[src/rtl/game_round_sequencer_pkg.sv]
// Shared state encodings and switch patterns for the DIP-switch binary game round controller.
package game_round_sequencer_pkg;

    typedef enum logic [2:0] {
        st_idle = 3'd0,
        st_req  = 3'd1,
        st_wait = 3'd2,
        st_load = 3'd3,
        st_play = 3'd4,
        st_over = 3'd5
    } state_t;

    localparam int unsigned data_w      = 8;
    localparam int unsigned lives_w     = 3;
    localparam int unsigned retry_w     = 2;
    localparam int unsigned timer_w     = 16;

    localparam logic [data_w-1:0]  start_pattern = 8'h01;
    localparam logic [data_w-1:0]  clear_pattern = 8'h00;
    localparam logic [retry_w-1:0] max_retries   = 2'd3;

endpackage

[src/rtl/game_round_sequencer_if.sv]
// Player/RNG/display signal bundle of the round sequencer; master = sequencer side.
interface game_round_sequencer_if;
    import game_round_sequencer_pkg::*;

    logic [data_w-1:0]  user_input;
    logic [data_w-1:0]  rng_value;
    logic               rng_trigger;
    logic               disp_load;
    logic [data_w-1:0]  target;
    logic [data_w-1:0]  score;
    logic [lives_w-1:0] lives;
    logic               game_active;
    logic               game_over;
    logic               round_hit;

    modport master (
        input  user_input, rng_value,
        output rng_trigger, disp_load, target, score, lives,
               game_active, game_over, round_hit
    );

    modport slave (
        output user_input, rng_value,
        input  rng_trigger, disp_load, target, score, lives,
               game_active, game_over, round_hit
    );
endinterface

[src/rtl/game_round_sequencer_input_stabilizer.sv]
// input_stabilizer: flags when din has been unchanged for STABLE_CYCLES consecutive samples.
module input_stabilizer #(
    parameter int unsigned STABLE_CYCLES = 4
) (
    input  logic       clk,
    input  logic       rst,
    input  logic [7:0] din,
    output logic       stable,
    output logic [7:0] dout
);
    localparam int unsigned cnt_w = (STABLE_CYCLES > 1) ? $clog2(STABLE_CYCLES) : 1;
    localparam logic [cnt_w-1:0] cnt_max = cnt_w'(STABLE_CYCLES - 1);

    logic [cnt_w-1:0] cnt;
    logic [7:0]       prev;

    always_ff @(posedge clk) begin
        if (rst) begin
            cnt  <= '0;
            prev <= '0;
        end else begin
            prev <= din;
            if (din != prev) begin
                cnt <= '0;
            end else if (cnt != cnt_max) begin
                cnt <= cnt + cnt_w'(1);
            end
        end
    end

    assign stable = (cnt == cnt_max);
    assign dout   = prev;
endmodule

[src/rtl/game_round_sequencer.sv]
// Round controller for the DIP-switch binary game: start, RNG target fetch, match scoring, end.
// Optional round timeout with lives is enabled by defining GAME_TIMEOUT_EN.
module game_round_sequencer
    import game_round_sequencer_pkg::*;
#(
    parameter int unsigned STABLE_CYCLES = 4,
    parameter int unsigned MAX_ROUNDS    = 16,
    parameter int unsigned ROUND_TIMEOUT = 50000,
    parameter int unsigned START_LIVES   = 3
) (
    input  logic                   clk,
    input  logic                   rst,
    game_round_sequencer_if.master bus
);
    localparam logic [data_w-1:0]  rounds_to_win = data_w'(MAX_ROUNDS);
    localparam logic [lives_w-1:0] lives_init    = lives_w'(START_LIVES);

    if (STABLE_CYCLES == 0 || MAX_ROUNDS == 0 || MAX_ROUNDS > 255 ||
        START_LIVES == 0 || START_LIVES > 7 ||
        ROUND_TIMEOUT == 0 || ROUND_TIMEOUT > 65536) begin : g_param_check
        $error("game_round_sequencer: parameter out of range");
    end

    state_t             state;
    logic [data_w-1:0]  target;
    logic [data_w-1:0]  score;
    logic [lives_w-1:0] lives;
    logic [retry_w-1:0] retry;
    logic               rng_trigger;
    logic               disp_load;
    logic               round_hit;
    logic               game_active;
    logic               game_over;

    logic               stable;
    logic [data_w-1:0]  held;
    logic               hit_c;
    logic               reject_c;

`ifdef GAME_TIMEOUT_EN
    localparam logic [timer_w-1:0] timer_last = timer_w'(ROUND_TIMEOUT - 1);
    logic [timer_w-1:0] timer;
`endif

    input_stabilizer #(.STABLE_CYCLES(STABLE_CYCLES)) u_stab (
        .clk    (clk),
        .rst    (rst),
        .din    (bus.user_input),
        .stable (stable),
        .dout   (held)
    );

    assign hit_c    = stable && (held == target);
    // A target equal to the current switches or zero would be free; re-roll while retries remain.
    assign reject_c = ((bus.rng_value == bus.user_input) || (bus.rng_value == '0)) &&
                      (retry < max_retries);

    always_ff @(posedge clk) begin
        if (rst) begin
            state       <= st_idle;
            target      <= '0;
            score       <= '0;
            lives       <= lives_init;
            retry       <= '0;
            rng_trigger <= 1'b0;
            disp_load   <= 1'b0;
            round_hit   <= 1'b0;
            game_active <= 1'b0;
            game_over   <= 1'b0;
`ifdef GAME_TIMEOUT_EN
            timer       <= '0;
`endif
        end else begin
            rng_trigger <= 1'b0;
            disp_load   <= 1'b0;
            round_hit   <= 1'b0;
            case (state)
                st_idle: begin
                    if (stable && (held == start_pattern)) begin
                        state       <= st_req;
                        rng_trigger <= 1'b1;
                        score       <= '0;
                        lives       <= lives_init;
                        retry       <= '0;
                        game_active <= 1'b1;
                    end
                end
                st_req:  state <= st_wait;
                st_wait: state <= st_load;
                st_load: begin
                    if (reject_c) begin
                        retry       <= retry + retry_w'(1);
                        state       <= st_req;
                        rng_trigger <= 1'b1;
                    end else begin
                        target    <= bus.rng_value;
                        disp_load <= 1'b1;
                        retry     <= '0;
                        state     <= st_play;
`ifdef GAME_TIMEOUT_EN
                        timer     <= '0;
`endif
                    end
                end
                st_play: begin
                    if (hit_c) begin
                        round_hit <= 1'b1;
                        score     <= score + data_w'(1);
                        if ((score + data_w'(1)) == rounds_to_win) begin
                            state       <= st_over;
                            game_active <= 1'b0;
                            game_over   <= 1'b1;
                        end else begin
                            state       <= st_req;
                            rng_trigger <= 1'b1;
                        end
                    end
`ifdef GAME_TIMEOUT_EN
                    else if (timer == timer_last) begin
                        timer <= '0;
                        if (lives <= lives_w'(1)) begin
                            lives       <= '0;
                            state       <= st_over;
                            game_active <= 1'b0;
                            game_over   <= 1'b1;
                        end else begin
                            lives       <= lives - lives_w'(1);
                            state       <= st_req;
                            rng_trigger <= 1'b1;
                        end
                    end else begin
                        timer <= timer + timer_w'(1);
                    end
`endif
                end
                st_over: begin
                    if (stable && (held == clear_pattern)) begin
                        state     <= st_idle;
                        game_over <= 1'b0;
                    end
                end
                default: begin
                    state       <= st_idle;
                    game_active <= 1'b0;
                    game_over   <= 1'b0;
                end
            endcase
        end
    end

    assign bus.rng_trigger = rng_trigger;
    assign bus.disp_load   = disp_load;
    assign bus.target      = target;
    assign bus.score       = score;
    assign bus.lives       = lives;
    assign bus.game_active = game_active;
    assign bus.game_over   = game_over;
    assign bus.round_hit   = round_hit;
endmodule

[src/flat_wrapper.sv]
// flat-port wrapper written by rule: the top's interface ports become plain ports
module game_round_sequencer_flat import game_round_sequencer_pkg::*;
#(
    parameter int unsigned STABLE_CYCLES = 4,
    parameter int unsigned MAX_ROUNDS    = 16,
    parameter int unsigned ROUND_TIMEOUT = 50000,
    parameter int unsigned START_LIVES   = 3
)
  (clk, rst, bus_user_input, bus_rng_value, bus_rng_trigger, bus_disp_load, bus_target, bus_score, bus_lives, bus_game_active, bus_game_over, bus_round_hit);
  game_round_sequencer_if bus_i ();
  input  logic clk;
  input  logic rst;
  input wire logic [$bits(bus_i.user_input)-1:0] bus_user_input;
  input wire logic [$bits(bus_i.rng_value)-1:0] bus_rng_value;
  output wire logic [$bits(bus_i.rng_trigger)-1:0] bus_rng_trigger;
  output wire logic [$bits(bus_i.disp_load)-1:0] bus_disp_load;
  output wire logic [$bits(bus_i.target)-1:0] bus_target;
  output wire logic [$bits(bus_i.score)-1:0] bus_score;
  output wire logic [$bits(bus_i.lives)-1:0] bus_lives;
  output wire logic [$bits(bus_i.game_active)-1:0] bus_game_active;
  output wire logic [$bits(bus_i.game_over)-1:0] bus_game_over;
  output wire logic [$bits(bus_i.round_hit)-1:0] bus_round_hit;
  assign bus_i.user_input = bus_user_input;
  assign bus_i.rng_value = bus_rng_value;
  assign bus_rng_trigger = bus_i.rng_trigger;
  assign bus_disp_load = bus_i.disp_load;
  assign bus_target = bus_i.target;
  assign bus_score = bus_i.score;
  assign bus_lives = bus_i.lives;
  assign bus_game_active = bus_i.game_active;
  assign bus_game_over = bus_i.game_over;
  assign bus_round_hit = bus_i.round_hit;
  game_round_sequencer #(.STABLE_CYCLES(STABLE_CYCLES), .MAX_ROUNDS(MAX_ROUNDS), .ROUND_TIMEOUT(ROUND_TIMEOUT), .START_LIVES(START_LIVES)) u_core (.clk(clk), .rst(rst), .bus(bus_i));
endmodule
[config.mk]
export PLATFORM = sky130hd
export DESIGN_NAME = game_round_sequencer_flat
export DESIGN_NICKNAME = d
export VERILOG_FILES = /design/src/rtl/game_round_sequencer_pkg.sv /design/src/rtl/game_round_sequencer_if.sv /design/src/rtl/game_round_sequencer_input_stabilizer.sv /design/src/rtl/game_round_sequencer.sv /design/src/flat_wrapper.sv
export SDC_FILE = /design/constraint.sdc
export NUM_CORES = 1
export LEC_CHECK = 0
export ABC_AREA = 0
export CORE_MARGIN = 5
export CORE_UTILIZATION = 40
export CTS_CLUSTER_DIAMETER = 60
export DETAILED_ROUTE_END_ITERATION = 12
export PLACE_DENSITY = 0.69
export SLEW_MARGIN = 20
export SYNTH_ARGS = -nofsm -noshare
export SYNTH_HDL_FRONTEND = slang
export SYNTH_SLANG_ARGS = --single-unit
[constraint.sdc]
create_clock -name clk -period 2.1 [get_ports clk]
set_clock_uncertainty 0.15 [all_clocks]
set_input_delay 0.42 -clock clk [delete_from_list [all_inputs] [get_ports clk]]
set_output_delay 0.42 -clock clk [all_outputs]
set_load 0.02 [all_outputs]
Yosys cells after proc, flatten, opt, wreduce, memory -nomap -nowiden
Cells that the tools add are included.
Word-level totals
  memory bits (read-only): 0
  register bits: 36
  latch bits: 0
  bits in writable memories: 0
  memories: 0
Cells by class
  add/subtract/negate cells: 3
  reductions and logical operators: 21
  divide/modulo/power cells: 0
  muxes and demuxes: 27
  order comparisons: 1
  multiply operators: 0
  eq/ne operators: 16
  shift operators: 0
  bitwise logic cells: 5
Operators by type and width (count)
  $pmux 3 s6: 1
  $eq 8x8->1: 2
  $logic_not 8->1: 2
  $mux 8: 2
  $pmux 8 s2: 1
  $mux 3: 5
  $mux 1: 12
  $pmux 1 s3: 3
  $add 8x1->8 const B: 1
  $eq 8x1->1 const B: 1
  $eq 8x5->1 const B: 1
  $ne 2x1->1 const B: 4
  $ne 8x8->1: 1
  $reduce_and 4->1: 2
  $reduce_or 4->1: 2
  $eq 3x2->1 const B: 2
  $eq 3x3->1 const B: 2
  $reduce_and 3->1: 2
  $reduce_or 2->1: 3
  $not 1->1: 5
  $add 2x1->2 const B: 2
  $logic_and 1x1->1: 4
  $mux 2: 2
  $pmux 2 s2: 1
  8 further kinds: 10

Longest topological paths before layout
Gate-level depths: netlist of the first run.
  depth in word-level cells: 5
  gate-level depth with buffers: 7
  mapped depth without buffers: 7

Cells and area by module
A second synthesis of the first run with hierarchy kept.
Unflattened totals
  cells, all modules: 217
  area total of the unflattened synthesis: 1944.4 µm²
By module, submodules not included
  game_round_sequencer: area an instance 1564.0 µm², cells each 182, instances 1, sequential area each 520.5 µm²
  input_stabilizer: area an instance 380.4 µm², cells each 35, instances 1, sequential area each 200.2 µm²

Worst setup path before layout of the first run
No wires, ideal clock.
  kind: flip-flop to flip-flop
  start: reg u_core.target[2] (netlist: u_core.bus.target[2])
  end: reg u_core.state[2]
  path buffers: 0
  setup time: 0.067 ns
  period minus slack after synthesis: 2.077 ns
  setup slack: 0.023 ns
  arrival time: 1.860 ns
  required time: 1.883 ns
  stages on the path, launching flop included: 7
  path through: dfxtp_1 inv_1 a221o_1 or4_4 nor2_8 a2bb2o_4 a21oi_2
Between the ends
  word-level cells in the longest chain between the ends: 4
RTL lines
  start, declared: line game_round_sequencer.sv:25  | logic [data_w-1:0] target;
  start signal, assigned: line game_round_sequencer.sv:96  | target <= bus.rng_value;
  $eq 8x8->1: line game_round_sequencer.sv:53  | assign hit_c = stable && (held == target);
  $logic_and 1x1->1: line game_round_sequencer.sv:53
  $ne 2x1->1 (no source line)
  $reduce_and 3->1 (no source line)
  end signal, assigned: line game_round_sequencer.sv:60  | state <= st_idle;
  end signal, assigned: line game_round_sequencer.sv:80  | state <= st_req;
  end signal, assigned: line game_round_sequencer.sv:88  | st_req: state <= st_wait;
  end, declared: line game_round_sequencer.sv:24  | state_t state;
No other way between the ends.
A chain may end at the register's enable or synchronous reset.

Worst setup path after layout of the first run
  start: reg u_core.u_stab.prev[0] (netlist: u_core.u_stab.dout[0])
  end: reg u_core.state[2]
Between the ends
  word-level cells in the longest chain between the ends: 4
  elaborated cells on any way between the ends: 10
  those cells by class: eq/ne: 5; reduce/logical: 5
RTL lines
  start, declared: line game_round_sequencer_input_stabilizer.sv:15  | logic [7:0] prev;
  start signal, assigned: line game_round_sequencer_input_stabilizer.sv:22  | prev <= din;
  $eq 8x8->1 (tied with other cells): line game_round_sequencer.sv:53
  $logic_and 1x1->1 (on tied branches): line game_round_sequencer.sv:53, game_round_sequencer.sv:79, game_round_sequencer.sv:137
  $ne 2x1->1 (no source line)
  $reduce_and 3->1 (no source line) (*)
Every way passes the cells marked *; elsewhere a longest branch is shown, timed or not.

==> results of run 1 <==
-- layout make-up --
type / instances / area share
multi-input combinational: 153 / 0.427
tap: 52 / 0.0242
sequential: 36 / 0.271
timing repair buffer: 67 / 0.229
clock buffer: 7 / 0.0359
inverter: 9 / 0.0126
-- metrics by stage --
stage	power [W]	hold WS, ps
2_1_floorplan	0.000814	306
3_3_place_gp	0.000900	306
3_5_place_dp	0.000901	312
4_1_cts	0.00143	328
5_1_grt	0.00147	362
6_report	0.00143	319
-- Yosys cell counts (2+ instances only) --
library cell and instances:
a211oi_1 3, a21oi_1 7, a31oi_1 4, buf_4 3, clkbuf_1 3, conb_1 2
dfxtp_1 36, ha_1 3, inv_1 7, mux2i_1 9, nand2_1 12, nand2b_1 3
nand3_1 8, nor2_1 20, nor2b_1 9, nor3_1 5, nor4_1 5, nor4b_1 2
o2111ai_1 3, o21a_1 3, o21ai_1 4, or2_2 3, or4_1 2, xnor2_1 8
xor2_1 16
-- worst max path at each step --
stage	startpoint	end	slack, ps	cells after the start
floorplan	u_core.bus.target[2]	u_core.state[2]	20	6
global route	u_core.u_stab.dout[0]	u_core.bus.score[2]	-30	8
CTS	bus_user_input[7]	u_core.bus.target[0]	0.8	8
global placement	bus_rng_value[5]	u_core.bus.rng_trigger	-370	8
finish	u_core.u_stab.dout[0]	u_core.state[2]	40	6
detailed placement	bus_rng_value[5]	u_core.bus.target[6]	-420	8
-- timing repair --
item | in CTS | in global routing
pin swaps | 7 | 18
setup buffers | 0 | 2
gates cloned | 0 | 0
setup endpoints to repair | 11 | 20
resized for setup | 10 | 38
-- flip-flops by register name, summed over array words and instances (netlist names) --
signal and cells:
u_core.bus.rng_trigger 1, u_core.u_stab.dout 8, u_core.bus.target 8, u_core.u_stab.cnt 2
u_core.bus.game_active 1, u_core.bus.score 8, u_core.bus.round_hit 1, u_core.retry 2
u_core.state 3, u_core.bus.disp_load 1, u_core.bus.game_over 1
-- worst register-to-register path: cells and delay by family, from the launching register on --
kind,cells,cell delay [ps]
AOI/OAI and AO/OA,3,640
DFF,1,340
and+or+nand+nor,3,870
-- cell usage in the layout, fill, tap and decap left out, drive strengths merged, types with 2 or more instances in the layout --
master / count
a211oi: 3
a21oi: 8
a31oi: 4
buf: 29
clkbuf: 7
clkdlybuf4s15: 3
clkdlybuf4s50: 24
conb: 3
dfxtp: 36
dlygate4sd2: 6
dlymetal6s2s: 5
ha: 3
inv: 8
mux2i: 9
nand2: 13
nand2b: 3
nand3: 8
nor2: 21
nor2b: 9
nor3: 5
nor4: 6
nor4b: 2
o2111ai: 3
o21a: 3
o21ai: 5
or2: 3
or4: 3
xnor2: 8
xor2: 16
-- routing by layer --
layer,up-vias,track usage
li1,846,-
met5,-,0
met2,57,0.245
met3,13,0.0463
met1,788,0.185
met4,0,0.0687
-- power by group --
part	internal (W)	leakage (nW)	switching, W	total, W
Clock	0.000292	0.0503	0.000233	0.000525
Combinational	0.0000943	0.786	0.0000928	0.000187
Sequential	0.000697	0.294	0.0000185	0.000716
Total	0.00108	1.13	0.000345	0.00143
-- kinds of logic after synthesis --
logic type | Yosys count | share of synthesized area
and+or+nand+nor | 78 | 0.234
AOI/OAI and AO/OA | 36 | 0.142
DFF | 36 | 0.394
xor gates and xnor gates | 24 | 0.115
buffers and inverters | 17 | 0.0417
muxes | 9 | 0.0492
adders and majority gates | 3 | 0.0205
other | 2 | 0.00411
==> results.cfg, run 1 <==
[run_status]
outcome = finished, final reports clean

[drt]
vias = 1704
top_layer = met4
wl_met1_mm = 2.11
route.detailed.drc = 0
drtIter0Drc = 74
wl_mm = 4.75
ant_nets = 0
routedWlPerCell_um = 14.7
via_per_inst = 5.26
route.met2.wl_mm = 2.27
dr.pass1.iters = 4
wl_met3_um = 257

[floorplanning]
initial_utilization = 0.417
pin_count = 42
die_area_sq_um = 6030
die_y_um = 77.6
rows = 24
core_sq_um = 4380
die_w_um = 77.6

[synth]
synth.area.top_cells = dfxtp_1 (39%), xor2_1 (7.7%), mux2i_1 (4.9%)
synthCells = 205
yosysUniqueCellTypes = 50
synth_top_area_frac = 0.394
syn_area_per_cell_sq_um = 8.92
seq_area_frac_synth = 0.394
yosysWarningCount = 0
yosysTopAreaCell = dfxtp_1
async_reset_ff_frac = 0
synth_seq_cells = 36
synth_flop_cell = dfxtp_1
synth_edf_count = 0
netlist_area_sq_um = 1830

[place]
pre_cts_ws_ps = -419
dp_cells = 315
hpwl_mm = 3.54
portBuffers = 38
gp_congestion = 0.889
placed_cell_area_sq_um = 2440

[cells_and_area]
regArea_sq_um = 728
fin_util = 0.612
insertedDiodeCount = 0
fin_area_sq_um = 2680
layout.cells.non_filler = 324
area_growth_pct = 46.7
multi_input_area_sq_um = 1150
layout-drive-gt1-share = 0.265
fin_nets = 293
nFillCells = 373

[sta]
slew_viol_final = 0
finalHoldViolCount = 0
min_period_ps = 2060
rsz0062_at_grt = yes
fin_tns_setup_ps = 0
fin_crit_sh = 0.981
clock.fmax_ghz = 0.485
final-setup-viol-count = 0
layout_setup_ws_ps = 40.1

[grt]
grt_max_degree = 20
grt-ovfl-total = 0
grt_pass1_vias = 1681
grt_pass1_wl_mm = 7.42
antenna_found_initial = 0
track_usage = 0.152

[min_path]
min_to = u_core.bus.game_over
whs_path_depth = 1
hp-class = reg -> reg
hp-start = u_core.bus.game_over

[clocking]
cts_tree = yes
cts-root-buf = clkbuf_8
cts_buffers = 5
clock_latency_ps = 290
h-tree-depth = 2
clk_pin_slew_ps = 70
holdBufCountCts = 0
clockBufferDepth = 2
clkSinkCount = 36

[worst_setup_path]
timing.rr.end = u_core.state[2]
worst_setup_path_end_kind = register
cp_top_family = simple AND/OR/NAND/NOR gates
cp_max_fo = 6
reg2reg_slack_ps = 40
crit_arrival_ps = 2130
slowest_delay_ps = 560
critPathKind = reg -> reg
critical_path_buf_inv_count = 0
startpoint_type = register
cp.required_ps = 2170
cp_slowest_cell = or4_4
cp_cell_sequence = nor2b_4 -> a221o_1 -> or4_4 -> nor2_8 -> a2bb2o_4 -> a21oi_2
worstRegToRegCells = 6
r2r-start = u_core.u_stab.dout[0]

[pwr]
power_density_nw_per_um2 = 532
irDropWorstVdd_mv = 0.249
leakage_nw = 1.13

[run]
drv_cap = 0
(Power assumes the default switching activity.)
==> run 2: changes to the inputs <==
RECOVER_POWER = 25   (was default)
==> run 2 against run 1 <==
Die area is the same. Routed wire length shrank 0.13%. Count of clock-buffer cells in the layout is the same. Largest cell class unchanged. Critical path type unchanged. Register-to-register slack is essentially flat. Final cell count is the same. Critical path depth is the same. Core utilization shrank 0.086 points.
==> results.cfg, run 2 (synthesis gave the netlist of run 1 again) <==
[cells_and_area]
insertedDiodeCount = 0
layout-drive-gt1-share = 0.261
nFillCells = 374
fin_nets = 293
layout.cells.non_filler = 324
final_common_cell = dfxtp_1
area_growth_pct = 46.5
layout_common_cells = dfxtp_1 (30), buf_4 (25), clkdlybuf4s50_1 (23)

[grt]
grt-ovfl-total = 0
antenna_found_initial = 0
grt_max_degree = 20
grt_pass1_wl_mm = 7.42
grt_pass1_vias = 1681
track_usage = 0.152

[sta]
layout_setup_ws_ps = 40.4
finalHoldViolCount = 0
min_period_ps = 2060
clock.fmax_ghz = 0.486
hold_ws_ps = 319
rsz0062_at_grt = yes
final-setup-viol-count = 0
fin_crit_sh = 0.981
slew_viol_final = 0

[drt]
dr.pass1.iters = 4
routedWlPerCell_um = 14.6
route.detailed.drc = 0
ant_nets = 0
vias = 1703
via_per_inst = 5.26
drtIter0Drc = 75
wl_mm = 4.74

[clocking]
holdBufCountCts = 0
clk_pin_slew_ps = 70
clock_latency_ps = 290
cts_tree = yes
h-tree-depth = 2
clkSinkCount = 36
cts_buffers = 5
clockBufferDepth = 2
cts-root-buf = clkbuf_8

[worst_setup_path]
worst_setup_path_end_kind = register
cp.required_ps = 2170
cp_max_fo = 6
crit_arrival_ps = 2130
startpoint_type = register
critPathKind = reg -> reg

[place]
portBuffers = 38
hpwl_mm = 3.54
dp_cells = 315
pre_cts_ws_ps = -419
gp_congestion = 0.889

[floorplanning]
core_sq_um = 4380
initial_utilization = 0.417
die_y_um = 77.6
pin_count = 42
die_w_um = 77.6
die_area_sq_um = 6030
rows = 24

[run_status]
outcome = finished, final reports clean

[run]
drv_cap = 0

[pwr]
leakage_nw = 1.13
irDropWorstVdd_mv = 0.249
power_density_nw_per_um2 = 532
p_total_w = 0.00143

[min_path]
hp-class = reg -> reg
run 2: cell type report:
cell class | count | area, sq um | share of cell area
multi-input cells | 153 | 1150 | 0.428
flip-flops and latches | 36 | 728 | 0.272
repair buffers | 67 | 611 | 0.228
clock buffers | 7 | 96.3 | 0.0359
well taps | 52 | 65.1 | 0.0243
inverters | 9 | 33.8 | 0.0126
run 2: per-stage QoR:
step | instance area [sq um] | setup TNS, ps | utilization
global route | 2680 | -61.9 | 0.611
finish | 2680 | 0 | 0.611
CTS | 2530 | 0 | 0.576
floorplan | 1830 | 0 | -
detailed placement | 2440 | -4900 | 0.556
global placement | 2440 | -4210 | 0.556
run 2: path summary, 6_finish.rpt:
check,from,to,slack [ps],cells after the start
worst max-delay path,u_core.u_stab.dout[0],u_core.state[2],40,6
worst min-delay path,u_core.bus.game_over,u_core.bus.game_over,320,1
worst max register to register,u_core.u_stab.dout[0],u_core.state[2],40,6
worst min register to register,u_core.bus.game_over,u_core.bus.game_over,320,1
run 2: what timing repair did:
| action | in CTS | in global routing |
|---|---|---|
| resized for setup | 10 | 38 |
| setup endpoints to repair | 11 | 20 |
| buffers inserted | 0 | 2 |
| pin swaps | 7 | 18 |
run 2: power breakdown:
group	switching [W]	internal [W]	leakage (nW)
sequential	0.0000184	0.000697	0.294
combinational	0.0000928	0.0000931	0.782
clock	0.000233	0.000292	0.0503
total	0.000344	0.00108	1.13
run 2: metal layers:
layer  up-vias  wire length, um  GRT usage
li1        846                -          -
met1       787             2120      0.185
met2        57             2270      0.245
met3        13              252     0.0463
met4         0              108     0.0687
met5         -                0          0
run 2: critical path, cell delays in order (launching register included):
cell and delay (ps):
dfxtp_2 340, nor2b_4 120, a221o_1 300, or4_4 560, nor2_8 190, a2bb2o_4 240, a21oi_2 100
==> run 3: changes to the inputs <==
--- a/config.mk
+++ b/config.mk
@@ -11,5 +11,5 @@
 export CTS_CLUSTER_DIAMETER = 60
 export DETAILED_ROUTE_END_ITERATION = 12
-export PLACE_DENSITY = 0.69
+export PLACE_DENSITY = 0.71
 export RECOVER_POWER = 25
 export SLEW_MARGIN = 20
==> constraint.sdc (replaced) <==
create_clock -name clk -period 2.1 [get_ports clk]
set_clock_uncertainty 0.15 [all_clocks]
set_input_delay 0.315 -clock clk [delete_from_list [all_inputs] [get_ports clk]]
set_output_delay 0.315 -clock clk [all_outputs]
set_load 0.02 [all_outputs]
==> run 3 against run 2 <==
Critical endpoint is now u_core.bus.score[5]. Sequential share of layout area is 0.34 points higher. Hold slack worse by 110 ps. Count of clock-buffer cells in the layout is 1 lower. The flow now finishes with violations (negative setup slack). Final cell count is 0.93% lower. Flip-flop and latch count stayed put. Routed wire length is 1.1% lower. Sequential power hardly changed. Highest routed layer unchanged. Fmax is 2.5% lower.
==> results.cfg, run 3 (synthesis gave the netlist of run 1 again) <==
[cells_and_area]
final_common_cell = dfxtp_1
fin_area_sq_um = 2640
multi_input_area_sq_um = 1130
fin_util = 0.602
layout_common_cells = dfxtp_1 (32), clkdlybuf4s50_1 (22), buf_4 (22)
insertedDiodeCount = 0
regArea_sq_um = 726
nFillCells = 396
fin_nets = 289
area_growth_pct = 44.2
layout-drive-gt1-share = 0.238

[sta]
relSlewSlack = 0.557
rsz0062_at_grt = yes
slew_viol_final = 0
tightest_slew_ps = 660
finalHoldViolCount = 0
fin_crit_sh = 1.01
hold_ws_ps = 204
layout_setup_ws_ps = -11.4
min_period_ps = 2110
clock.fmax_ghz = 0.474
final-setup-viol-count = 1

[clocking]
clockBufferDepth = 2
clock_latency_ps = 290
holdBufCountCts = 0
cts_buffers = 5
cts_tree = yes
cts-root-buf = clkbuf_8
clkSinkCount = 36
h-tree-depth = 2
clk_pin_slew_ps = 70

[min_path]
hp-class = in -> reg
hp-start = bus_rng_value[6]
whs_path_depth = 3
min_to = u_core.bus.target[6]

[floorplanning]
pin_count = 42
initial_utilization = 0.417
die_area_sq_um = 6030
die_y_um = 77.6
die_w_um = 77.6
core_sq_um = 4380
rows = 24

[grt]
antenna_found_initial = 0
grt_pass1_wl_mm = 7.67
met2_usage = 0.260
grt_pass1_vias = 1639
grt_max_degree = 25
grt-ovfl-total = 0
grtUsageMet1 = 0.192
use_met3 = 0.0463
grt-busiest-layer = met2
track_usage = 0.156

[place]
placed_cell_area_sq_um = 2400
portBuffers = 38
gp_congestion = 0.889
hpwl_mm = 3.42

[drt]
routedWlPerCell_um = 14.6
vias = 1686
dr.pass1.iters = 4
wl_mm = 4.69
via_per_inst = 5.25
route.detailed.drc = 0
ant_nets = 0
drtIter0Drc = 90

[worst_setup_path]
startpoint_type = register
cp_slowest_cell = or4_4
cp.required_ps = 2150
timing.rr.end = u_core.bus.score[5]
critPathKind = reg -> reg
critical_path_buf_inv_count = 1
crit_arrival_ps = 2170
slowest_delay_ps = 600
r2r-start = u_core.bus.target[2]
cp_top_family = simple AND/OR/NAND/NOR gates
worstRegToRegCells = 6
cp_max_fo = 4
worst_setup_path_end_kind = register
reg2reg_slack_ps = -10
cp_cell_sequence = inv_2 -> a221o_1 -> or4_4 -> nor4b_2 -> o21ai_1 -> o31ai_4

[pwr]
leakage_nw = 1.14
power_switching_w = 0.000355
clkPwrFrac = 0.364
sequentialPowerShare = 0.512
power_switching_share = 0.254
p_int_w = 0.00104
irDropWorstVdd_mv = 0.268
power_density_nw_per_um2 = 530
p_comb_frac = 0.124

[run_status]
violations = negative setup slack
outcome = finished with violations

[run]
drv_cap = 0
## run 3: cell types whose count changed in the layout (fill, tap and decap cells not counted), moves of 3 or more
cell / delta
dlymetal6s2s_1: +4
buf_4: -3
clkdlybuf4s15_1: -3
dlygate4sd2_1: -3
dlygate4sd3_1: +3
xor2_1: +3
xor2_2: -3
## run 3: worst min-delay path, cell delays in order
cell and delay, ps:
dlymetal6s2s_1 140, mux2i_1 90, nor2_1 70
## run 3: worst max path at each step
stage	startpoint	endpoint	slack [ps]	depth (start not counted)
after global placement	bus_rng_value[5]	u_core.bus.target[2]	-240	8
after detailed placement	bus_rng_value[4]	u_core.bus.target[0]	-350	8
after CTS	bus_rng_value[0]	u_core.bus.target[0]	-4	8
after global routing	u_core.u_stab.cnt[0]	u_core.bus.score[5]	-100	7
after floorplan	u_core.bus.target[2]	u_core.state[2]	20	6
final	u_core.bus.target[2]	u_core.bus.score[5]	-10	6
## run 3: layout make-up
class / instances / share of cell area
Clock inverter: 2 / 0.00380
Timing Repair Buffer: 63 / 0.224
Tap cell: 52 / 0.0247
Multi-Input combinational cell: 153 / 0.428
Sequential cell: 36 / 0.275
Clock buffer: 6 / 0.0313
Inverter: 9 / 0.0128
## run 3: power by group through the flow
stage	sequential, W	combinational [W]	clock, W
2_1_floorplan	0.000725	0.0000887	0
3_3_place_gp	0.000728	0.000165	0
3_5_place_dp	0.000728	0.000166	0
4_1_cts	0.000712	0.000166	0.000519
5_1_grt	0.000717	0.000190	0.000556
6_report	0.000715	0.000174	0.000509
## run 3: layer usage
layer,vias to the layer above,share of wire
li1,846,-
met4,0,0.017
met5,-,0
met1,772,0.43
met2,58,0.48
met3,10,0.067
## run 3: through the flow
| stage | total power (W) | std cells | worst slack, ps | setup TNS [ps] |
|---|---|---|---|---|
| after floorplan | 0.000814 | 206 | 23.1 | 0 |
| after global placement | 0.000893 | 310 | -243 | -2650 |
| after detailed placement | 0.000894 | 310 | -347 | -3320 |
| after CTS | 0.00140 | 319 | -4.40 | -6.72 |
| after global routing | 0.00146 | 321 | -100 | -323 |
| final | 0.00140 | 321 | -11.4 | -11.4 |
## run 3: what timing repair did
action,CTS,global route
endpoints found under the hold margin,0,0
resized for setup,4,33
setup buffers,1,2
pin swaps,3,16
setup endpoints to repair,5,22
